--- src/rtl/lift_pkg.sv ---
// lift_pkg: shared call, move and scheduler-state encodings for the lift call scheduler.
package lift_pkg;
   typedef enum logic [2:0] {C_NONE = 3'd0, C_1U, C_2U, C_3U, C_2D, C_3D, C_4D} call_t;
   typedef enum logic [1:0] {STAY = 2'b00, UP = 2'b01, DOWN = 2'b10} move_t;
   typedef enum logic [1:0] {S_IDLE, S_ISSUE, S_BUSY} state_t;
   function automatic logic [2:0] low_code(input logic [5:0] v);
      low_code = C_NONE;
      for (int i = 5; i >= 0; i--)
         if (v[i]) low_code = 3'(i + 1);
   endfunction
endpackage

--- src/rtl/lift_call_fifo.sv ---
// lift_call_fifo: DEPTH-entry FIFO of 3-bit call codes with full/empty/count.
module lift_call_fifo #(
   parameter int DEPTH = 4
) (
   input  logic             clk,
   input  logic             rst,
   input  logic             push,
   input  logic             pop,
   input  logic [2:0]       din,
   output logic [2:0]       dout,
   output logic             full,
   output logic             empty,
   output logic [DEPTH-1:0] count
);
   localparam int AW = $clog2(DEPTH);
   logic [2:0]    mem [DEPTH];
   logic [AW-1:0] wp, rp;
   always_ff @(posedge clk)
      if (push) mem[wp] <= din;
   always_ff @(posedge clk or posedge rst)
      if (rst) begin
         wp    <= '0;
         rp    <= '0;
         count <= '0;
      end else begin
         wp    <= push ? wp + AW'(1) : wp;
         rp    <= pop ? rp + AW'(1) : rp;
         count <= push && !pop ? count + DEPTH'(1) : !push && pop ? count - DEPTH'(1) : count;
      end
   assign dout  = mem[rp];
   assign full  = count == DEPTH'(DEPTH);
   assign empty = count == '0;
endmodule

--- src/rtl/lift_call_scheduler.sv ---
// lift_call_scheduler: queues hall calls in arrival order and feeds them one at a
// time to the lift FSM, with duplicate suppression, floor tracking and a stuck-request timeout.
module lift_call_scheduler
   import lift_pkg::*;
#(
   parameter int DEPTH   = 4,
   parameter int TIMEOUT = 16
) (
   input  logic       clk,
   input  logic       rst,
   input  logic [5:0] call_btn,
   input  logic       fsm_done,
   input  logic [1:0] fsm_move,
   output logic [2:0] fsm_in,
   output logic       q_empty,
   output logic [5:0] pending,
   output logic [1:0] cur_floor,
   output logic       timeout
);
   state_t           state;
   logic [5:0]       latch, qbits, push_oh, pop_oh;
   logic [7:0]       timer;
   logic [2:0]       head;
   logic [DEPTH-1:0] count;
   logic             push, pop, done_pop, full, empty;
   assign pending  = latch | qbits;
   assign push     = |latch && !full;
   assign push_oh  = push ? latch & (~latch + 6'd1) : 6'd0;
   // fsm_done is ignored on the first BUSY cycle (timer still 0)
   assign done_pop = fsm_done && timer != 8'd0;
   assign pop      = state == S_BUSY && !empty && (done_pop || timer == 8'(TIMEOUT - 1));
   assign pop_oh   = pop ? 6'd1 << (head - 3'd1) : 6'd0;
   lift_call_fifo #(.DEPTH(DEPTH)) u_fifo (
      .clk   (clk),
      .rst   (rst),
      .push  (push),
      .pop   (pop),
      .din   (low_code(latch)),
      .dout  (head),
      .full  (full),
      .empty (empty),
      .count (count)
   );
   always_ff @(posedge clk or posedge rst)
      if (rst) begin
         state     <= S_IDLE;
         latch     <= '0;
         qbits     <= '0;
         timer     <= '0;
         fsm_in    <= C_NONE;
         q_empty   <= 1'b1;
         cur_floor <= '0;
         timeout   <= 1'b0;
      end else begin
         latch     <= (latch & ~push_oh) | (call_btn & ~pending);
         qbits     <= (qbits | push_oh) & ~pop_oh;
         cur_floor <= fsm_move == UP && cur_floor != 2'd3 ? cur_floor + 2'd1 :
                      fsm_move == DOWN && cur_floor != 2'd0 ? cur_floor - 2'd1 : cur_floor;
         timeout   <= 1'b0;
         case (state)
            S_IDLE:
               if (count != '0) begin
                  state   <= S_ISSUE;
                  fsm_in  <= head;
                  q_empty <= 1'b0;
               end
            S_ISSUE: begin
               state  <= S_BUSY;
               fsm_in <= C_NONE;
               timer  <= '0;
            end
            S_BUSY:
               if (pop) begin
                  state   <= S_IDLE;
                  q_empty <= 1'b1;
                  timeout <= !done_pop;
               end else
                  timer <= timer + 8'd1;
            default: state <= S_IDLE;
         endcase
      end
endmodule

--- config.mk ---
export PLATFORM = sky130hd
export DESIGN_NAME = lift_call_scheduler
export DESIGN_NICKNAME = d
export VERILOG_FILES = /design/src/rtl/lift_pkg.sv /design/src/rtl/lift_call_fifo.sv /design/src/rtl/lift_call_scheduler.sv
export SDC_FILE = /design/constraint.sdc
export NUM_CORES = 1
export LEC_CHECK = 0
export ABC_CLOCK_PERIOD_IN_PS = 8100
export CORE_MARGIN = 8
export CORE_UTILIZATION = 30
export CTS_CLUSTER_SIZE = 14
export DETAILED_ROUTE_END_ITERATION = 10
export PLACE_DENSITY_LB_ADDON = 0.25
export SLEW_MARGIN = 20
export SYNTH_ARGS = -nofsm -noshare
export SYNTH_HDL_FRONTEND = slang
export SYNTH_SLANG_ARGS = --single-unit
--- constraint.sdc ---
create_clock -name clk -period 8.1 [get_ports clk]
set_input_delay 1.62 -clock clk [delete_from_list [all_inputs] [get_ports clk]]
set_output_delay 1.62 -clock clk [all_outputs]
set_load 0.005 [all_outputs]
==> metrics, run 1 <==
HP Class reg -> reg; DP Wirelength 3.29 mm; GPL Wtd Cong between 0.7 and 0.8; synth top area cells dfrtp_1, edfxtp_1, ha_1, inv_1, o21ai_0; H-tree levels 2; final net count 268; placed cells roughly 340; Ports 24; row cnt 32; count leader, synth dfrtp_1; peak supply drop 0.140 mV; Post-Syn Instances between 200 and 250; Hold EP q_empty; unrepaired setup endpoints after global routing no; TritonCTS clock tree done; Post-synth top cells dfrtp_1, inv_1, nand2_1; post-route ant nets 0; port buffer count 23; Pwr Density 377 mW/mm^2; DRT Pass-1 Iters 4; core area just under 0.008 mm^2; Via Count 1575; Total Wirelength about 4.4 mm; Tot GR Track Use 8.57%; Max-slew headroom between 50% and 60%; reg2reg path depth 12; Setup CP Type in -> reg; area grow syn2layout 20.2%; reg2reg start timer[5]; r2r setup slk approximately 4.7 ns; post-route clock period utilization between 40% and 50%; CP Launch Point fsm_done; post-route setup slack just over 4 ns; Seq/Total Area, Yosys 54.2%; Final setup viols 0; CTS hold repair buffers 0; grt total ovfl 0; syn_area_per_cell approximately 11 um^2; pre-CTS setup slack approximately 3.8 ns; Layout Cells excl Fill 349; final instance area approximately 0.0029 mm^2; Max Fclk roughly 0.25 GHz; area of the multi-input gates 987 um^2; final hold vios 0; largest net degree at the start of global routing 38; post-layout min period a little under 4 ns; Worst Max-Slew Pin Slew 0.740 ns; Yosys cell types 45; element type at the critical path start primary input; hold_sp q_empty; DR iter-0 viols 49; worst path required time 8.29 ns; Synth top area share 37.9%; RR Endpoint u_fifo.count[3]; Synth warnings 0; Post-synth EDFFs 12; Resized cells post-CTS 0; final design utilization between 30% and 40%; Slew Limit Fails 0; dpl cell area 0.00273 mm^2; die height between 100 and 150 um; layout cells sized above 1 between 10% and 20%; cell area after synthesis ~0.0024 mm^2; CTS Buf Count 5; asr flop ratio synth about three quarters; CP arrival between 4 and 5 ns; # diodes 0; clock sink count 49; die area ~0.011 mm^2; total of max-cap violations 0; drt wl/cell between 10 and 15 um; Pleak about 1.2 nW; routed vias/inst 4.51; CTS root buf clkbuf_8; Worst Setup End Kind flip-flop; antenna violations before repair 0; Clk pin slew, worst setup/hold paths 0.09 ns; Fillers between 700 and 800; Die W around 100 um; first-pass GRT wire length approximately 7.7 mm; TNS Setup 0 ns; Setup Buffers After CTS 0; Yosys reg bits 49; Clock Skews 0.0104 ns; Starting Density 30.9%; syn_nets 240; deepest clock path buffer count 2; DR DRC count 0; worst-path fanout max 5; worst-skew pair later-pin latency ~0.30 ns; Synth Flop Type dfrtp_1; hold path depth 2; vias in the first global route ~1600; register area 0.00129 mm^2; status completed; Yosys top cell by area dfrtp_1
## per-layer routing
layer  global-route usage [%]  wire length [um]  share of wire [%]
met3                     2.46               132                3.0
met1                     11.0              2230                 50
met2                     13.3              2020                 45
met5                        0                 0                  0
met4                     3.16                60                1.4
## cell type report
class | count | area share [%]
flip-flops and latches | 49 | 45.1
multi-input cells | 144 | 34.6
repair buffers | 25 | 8.59
well taps | 102 | 4.47
clock buffers | 6 | 3.29
inverters | 21 | 2.76
clock inverters | 2 | 1.23
## placed cells by master (no fill, tap or decap), types with 2 or more instances in the layout
| cell type | synthesis | layout |
|---|---|---|
| nand3_1 | 5 | 5 |
| mux2_2 | 2 | 2 |
| mux2i_1 | 2 | 2 |
| a21oi_1 | 13 | 13 |
| buf_4 | 0 | 2 |
| a31oi_1 | 3 | 3 |
| nand2_1 | 18 | 18 |
| ha_1 | 10 | 10 |
| or3_1 | 2 | 2 |
| xnor2_1 | 8 | 8 |
| clkdlybuf4s50_1 | 0 | 23 |
| a221o_2 | 2 | 2 |
| inv_1 | 21 | 21 |
| or2_2 | 6 | 6 |
| nor2b_1 | 9 | 9 |
| mux4_2 | 3 | 3 |
| clkbuf_8 | 0 | 5 |
| and2_1 | 5 | 5 |
| edfxtp_1 | 12 | 12 |
| and3_1 | 2 | 2 |
| dfrtp_1 | 36 | 36 |
| nor2_1 | 15 | 15 |
| o21ai_0 | 15 | 15 |
| nor3_1 | 3 | 3 |
## how the worst max path moves through the flow
stage,endpoint,slack [ns],cells past startpoint
6_report,u_fifo.count[3],4.16,12
5_1_grt,u_fifo.count[3],3.99,12
4_1_cts,u_fifo.count[3],4.13,12
3_5_place_dp,u_fifo.count[3],3.80,12
3_3_place_gp,u_fifo.count[3],3.95,12
2_1_floorplan,u_fifo.count[3],4.63,11
## cell families after synthesis
kind of cell    count (synthesis)  synth area share [%]
xor+xnor                        9                  3.32
flops                          49                  54.2
compound gates                 43                  11.0
buf+inv                        25                  4.27
fa+ha+maj                      11                  6.11
simple gates                   74                  16.5
mux                             7                  4.63
## power breakdown
| part | switching (mW) | internal (mW) |
|---|---|---|
| registers | 0.0685 | 0.357 |
| logic | 0.236 | 0.223 |
| clock network | 0.0816 | 0.110 |
| total | 0.386 | 0.690 |
## sequential cells by signal, indices dropped and copies added, names as in the netlist
| register | flops |
|---|---|
| qbits | 6 |
| u_fifo.mem | 12 |
| state | 2 |
| u_fifo.count | 4 |
| q_empty | 1 |
| u_fifo.wp | 2 |
| timeout | 1 |
| timer | 8 |
| u_fifo.rp | 2 |
| cur_floor | 2 |
| latch | 6 |
| fsm_in | 3 |
## worst max-delay path, stage by stage
cell             delay [ns]
clkdlybuf4s50_1        0.49
o211ai_1               0.12
a21boi_0               0.41
inv_1                  0.20
ha_1                   0.26
inv_1                  0.12
ha_1                   0.24
a21o_1                 0.17
a21oi_1                0.17
xnor2_1                0.13
nor2_1                 0.06
xor2_1                 0.14
## metrics by stage
step                power, mW  hold slack [ns]
floorplan               0.753            0.448
global placement        0.886            0.466
detailed placement      0.895            0.461
CTS                      1.09            0.477
global route             1.17            0.502
finish                   1.08            0.474
Note: power is estimated with default switching activity, not from simulation.
==> inputs of run 2 (changes only) <==
--- a/config.mk
+++ b/config.mk
@@ -5,7 +5,7 @@
 export SDC_FILE = /design/constraint.sdc
 export NUM_CORES = 1
 export LEC_CHECK = 0
-export ABC_CLOCK_PERIOD_IN_PS = 8100
+export ABC_CLOCK_PERIOD_IN_PS = 3850
 export CORE_MARGIN = 8
 export CORE_UTILIZATION = 30
 export CTS_CLUSTER_SIZE = 14
==> constraint.sdc (replaced) <==
create_clock -name clk -period 3.85 [get_ports clk]
set_input_delay 0.77 -clock clk [delete_from_list [all_inputs] [get_ports clk]]
set_output_delay 0.77 -clock clk [all_outputs]
set_load 0.005 [all_outputs]
==> metrics, run 2 (synthesis results as in run 1) <==
Top reg by flops u_fifo.mem; Crit-path slowest cell or4_4; most common cell after layout, fill and taps aside dfrtp_1; pre-CTS setup slack a little over 0.4 ns; DP Wirelength approximately 3.3 mm; drt wl/cell approximately 13 um; Pleak 1.21 nW; CTS root buf clkbuf_8; HP Class reg -> reg; CTS Buf Count 5; layout cells sized above 1 roughly an eighth; Worst Setup End Kind flip-flop; commonest cells after routing, fill and taps aside dfrtp_1, clkdlybuf4s50_1, inv_1; clock sink count 49; clock share of power ~15%; Fillers 807; # diodes 0; row cnt 32; Max Fclk about 0.30 GHz; switching share of power a little under two fifths; TNS Setup 0 ns; post-route setup slack approximately 0.47 ns; worst-path fanout max 6; biggest regs u_fifo.mem (12), timer (8); Tot GR Track Use between 8 and 9%; deepest clock path buffer count 2; post-route clock period utilization 87.8%; CTS hold repair buffers 0; DRT Pass-1 Iters 4; Via Count between 1500 and 2000; sw power around 0.81 mW; final net count roughly 270; Max-slew headroom a little under three fifths; CP arrival about 3.6 ns; Int Power around 1.4 mW; worst-skew pair later-pin latency 0.30 ns; worst path required time 4.04 ns; routed vias/inst approximately 4.5; Setup Buffers After CTS 0; sequential share of power between 40% and 50%; Final setup viols 0; H-tree levels 2; Resized cells post-CTS 0; Gate power share 43.9%; DR DRC count 0; Starting Density between 30% and 40%; Clk pin slew, worst setup/hold paths around 0.1 ns; core area 0.00769 mm^2; status completed; total of max-cap violations 0; max FFs per register 12; CP peak stage delay approximately 0.56 ns; unrepaired setup endpoints after global routing no; die area ~0.011 mm^2; vias in the first global route ~1700; peak supply drop approximately 0.27 mV; area grow syn2layout 19.1%; largest net degree at the start of global routing 38; CP Cell Sequence or4_4, or3_1, a21boi_0, inv_1, ha_1, inv_1, ha_1, a21o_1, a21oi_1, xnor2_1, nor2_1, xor2_1; final instance area between 0.002 and 0.003 mm^2; DR iter-0 viols between 50 and 60; antenna violations before repair 0; first-pass GRT wire length approximately 8 mm; die height 105 um; grt total ovfl 0; final hold vios 0; post-layout min period approximately 3.4 ns; Total Wirelength 4.49 mm; GPL Wtd Cong approximately 0.75; final design utilization between 30% and 40%; Ports 24; port buffer count 23; post-route ant nets 0; Pwr Density around 780 mW/mm^2; Slew Limit Fails 0; Clock Skews 0.0153 ns; element type at the critical path start flip-flop; dpl cell area 0.00273 mm^2; Die W 105 um; Worst Max-Slew Pin Slew 0.671 ns; Setup CP Type reg -> reg; total power between 2 and 2.5 mW; TritonCTS clock tree done
-- run 2: changes by cell type in the layout (fill, tap and decap cells not counted), sizes merged --
| cell | change |
|---|---|
| bufinv | -1 |
| clkbuf | +1 |
-- run 2: through the flow --
stage / hold WS, ns / cells
2_1_floorplan: 0.448 / 218
3_3_place_gp: 0.468 / 341
3_5_place_dp: 0.459 / 341
4_1_cts: 0.475 / 349
5_1_grt: 0.491 / 349
6_report: 0.470 / 349
-- run 2: layer usage --
layer / part of all wire (%) / global-route usage (%) / vias to the layer above / routed length [um]
li1: - / - / 808 / -
met1: 47 / 10.9 / 756 / 2120
met2: 49 / 13.7 / 19 / 2190
met3: 2.7 / 3.19 / 4 / 123
met4: 1.3 / 2.65 / 0 / 59
met5: 0 / 0 / - / 0
-- run 2: layout make-up --
class	count	area, um^2	share of cell area [%]
multi-input combinational	144	987	34.9
clock buffer	7	97.6	3.45
inverter	21	78.8	2.79
clock inverter	1	5.00	0.177
timing repair buffer	25	245	8.67
sequential	49	1290	45.5
tap	102	128	4.51
-- run 2: critical path, delay by kind of cell, from the launching register on --
family	cells	cell delay [ns]
AND/OR/NAND/NOR	3	0.99
AO/OA/AOI/OAI	3	0.73
flip-flops	1	0.44
buffers and inverters	2	0.33
XOR/XNOR	2	0.27
adder cells (fa/ha/maj)	2	0.50
-- run 2: final timing paths --
kind	depth (start not counted)	end	slack [ns]	from
min in group asynchronous	3	latch[3]	0.87	rst
max	12	u_fifo.count[3]	0.47	timer[5]
min reg2reg	2	q_empty	0.47	q_empty
max in group asynchronous	3	q_empty	2.63	rst
max reg2reg	12	u_fifo.count[3]	0.47	timer[5]
min	2	q_empty	0.47	q_empty
-- run 2: power by group through the flow --
stage	combinational [mW]	sequential (mW)	clock, mW
6_report	0.964	0.894	0.336
5_1_grt	1.10	0.926	0.376
4_1_cts	0.990	0.897	0.351
3_5_place_dp	0.987	0.906	0
3_3_place_gp	0.969	0.904	0
2_1_floorplan	0.726	0.859	0
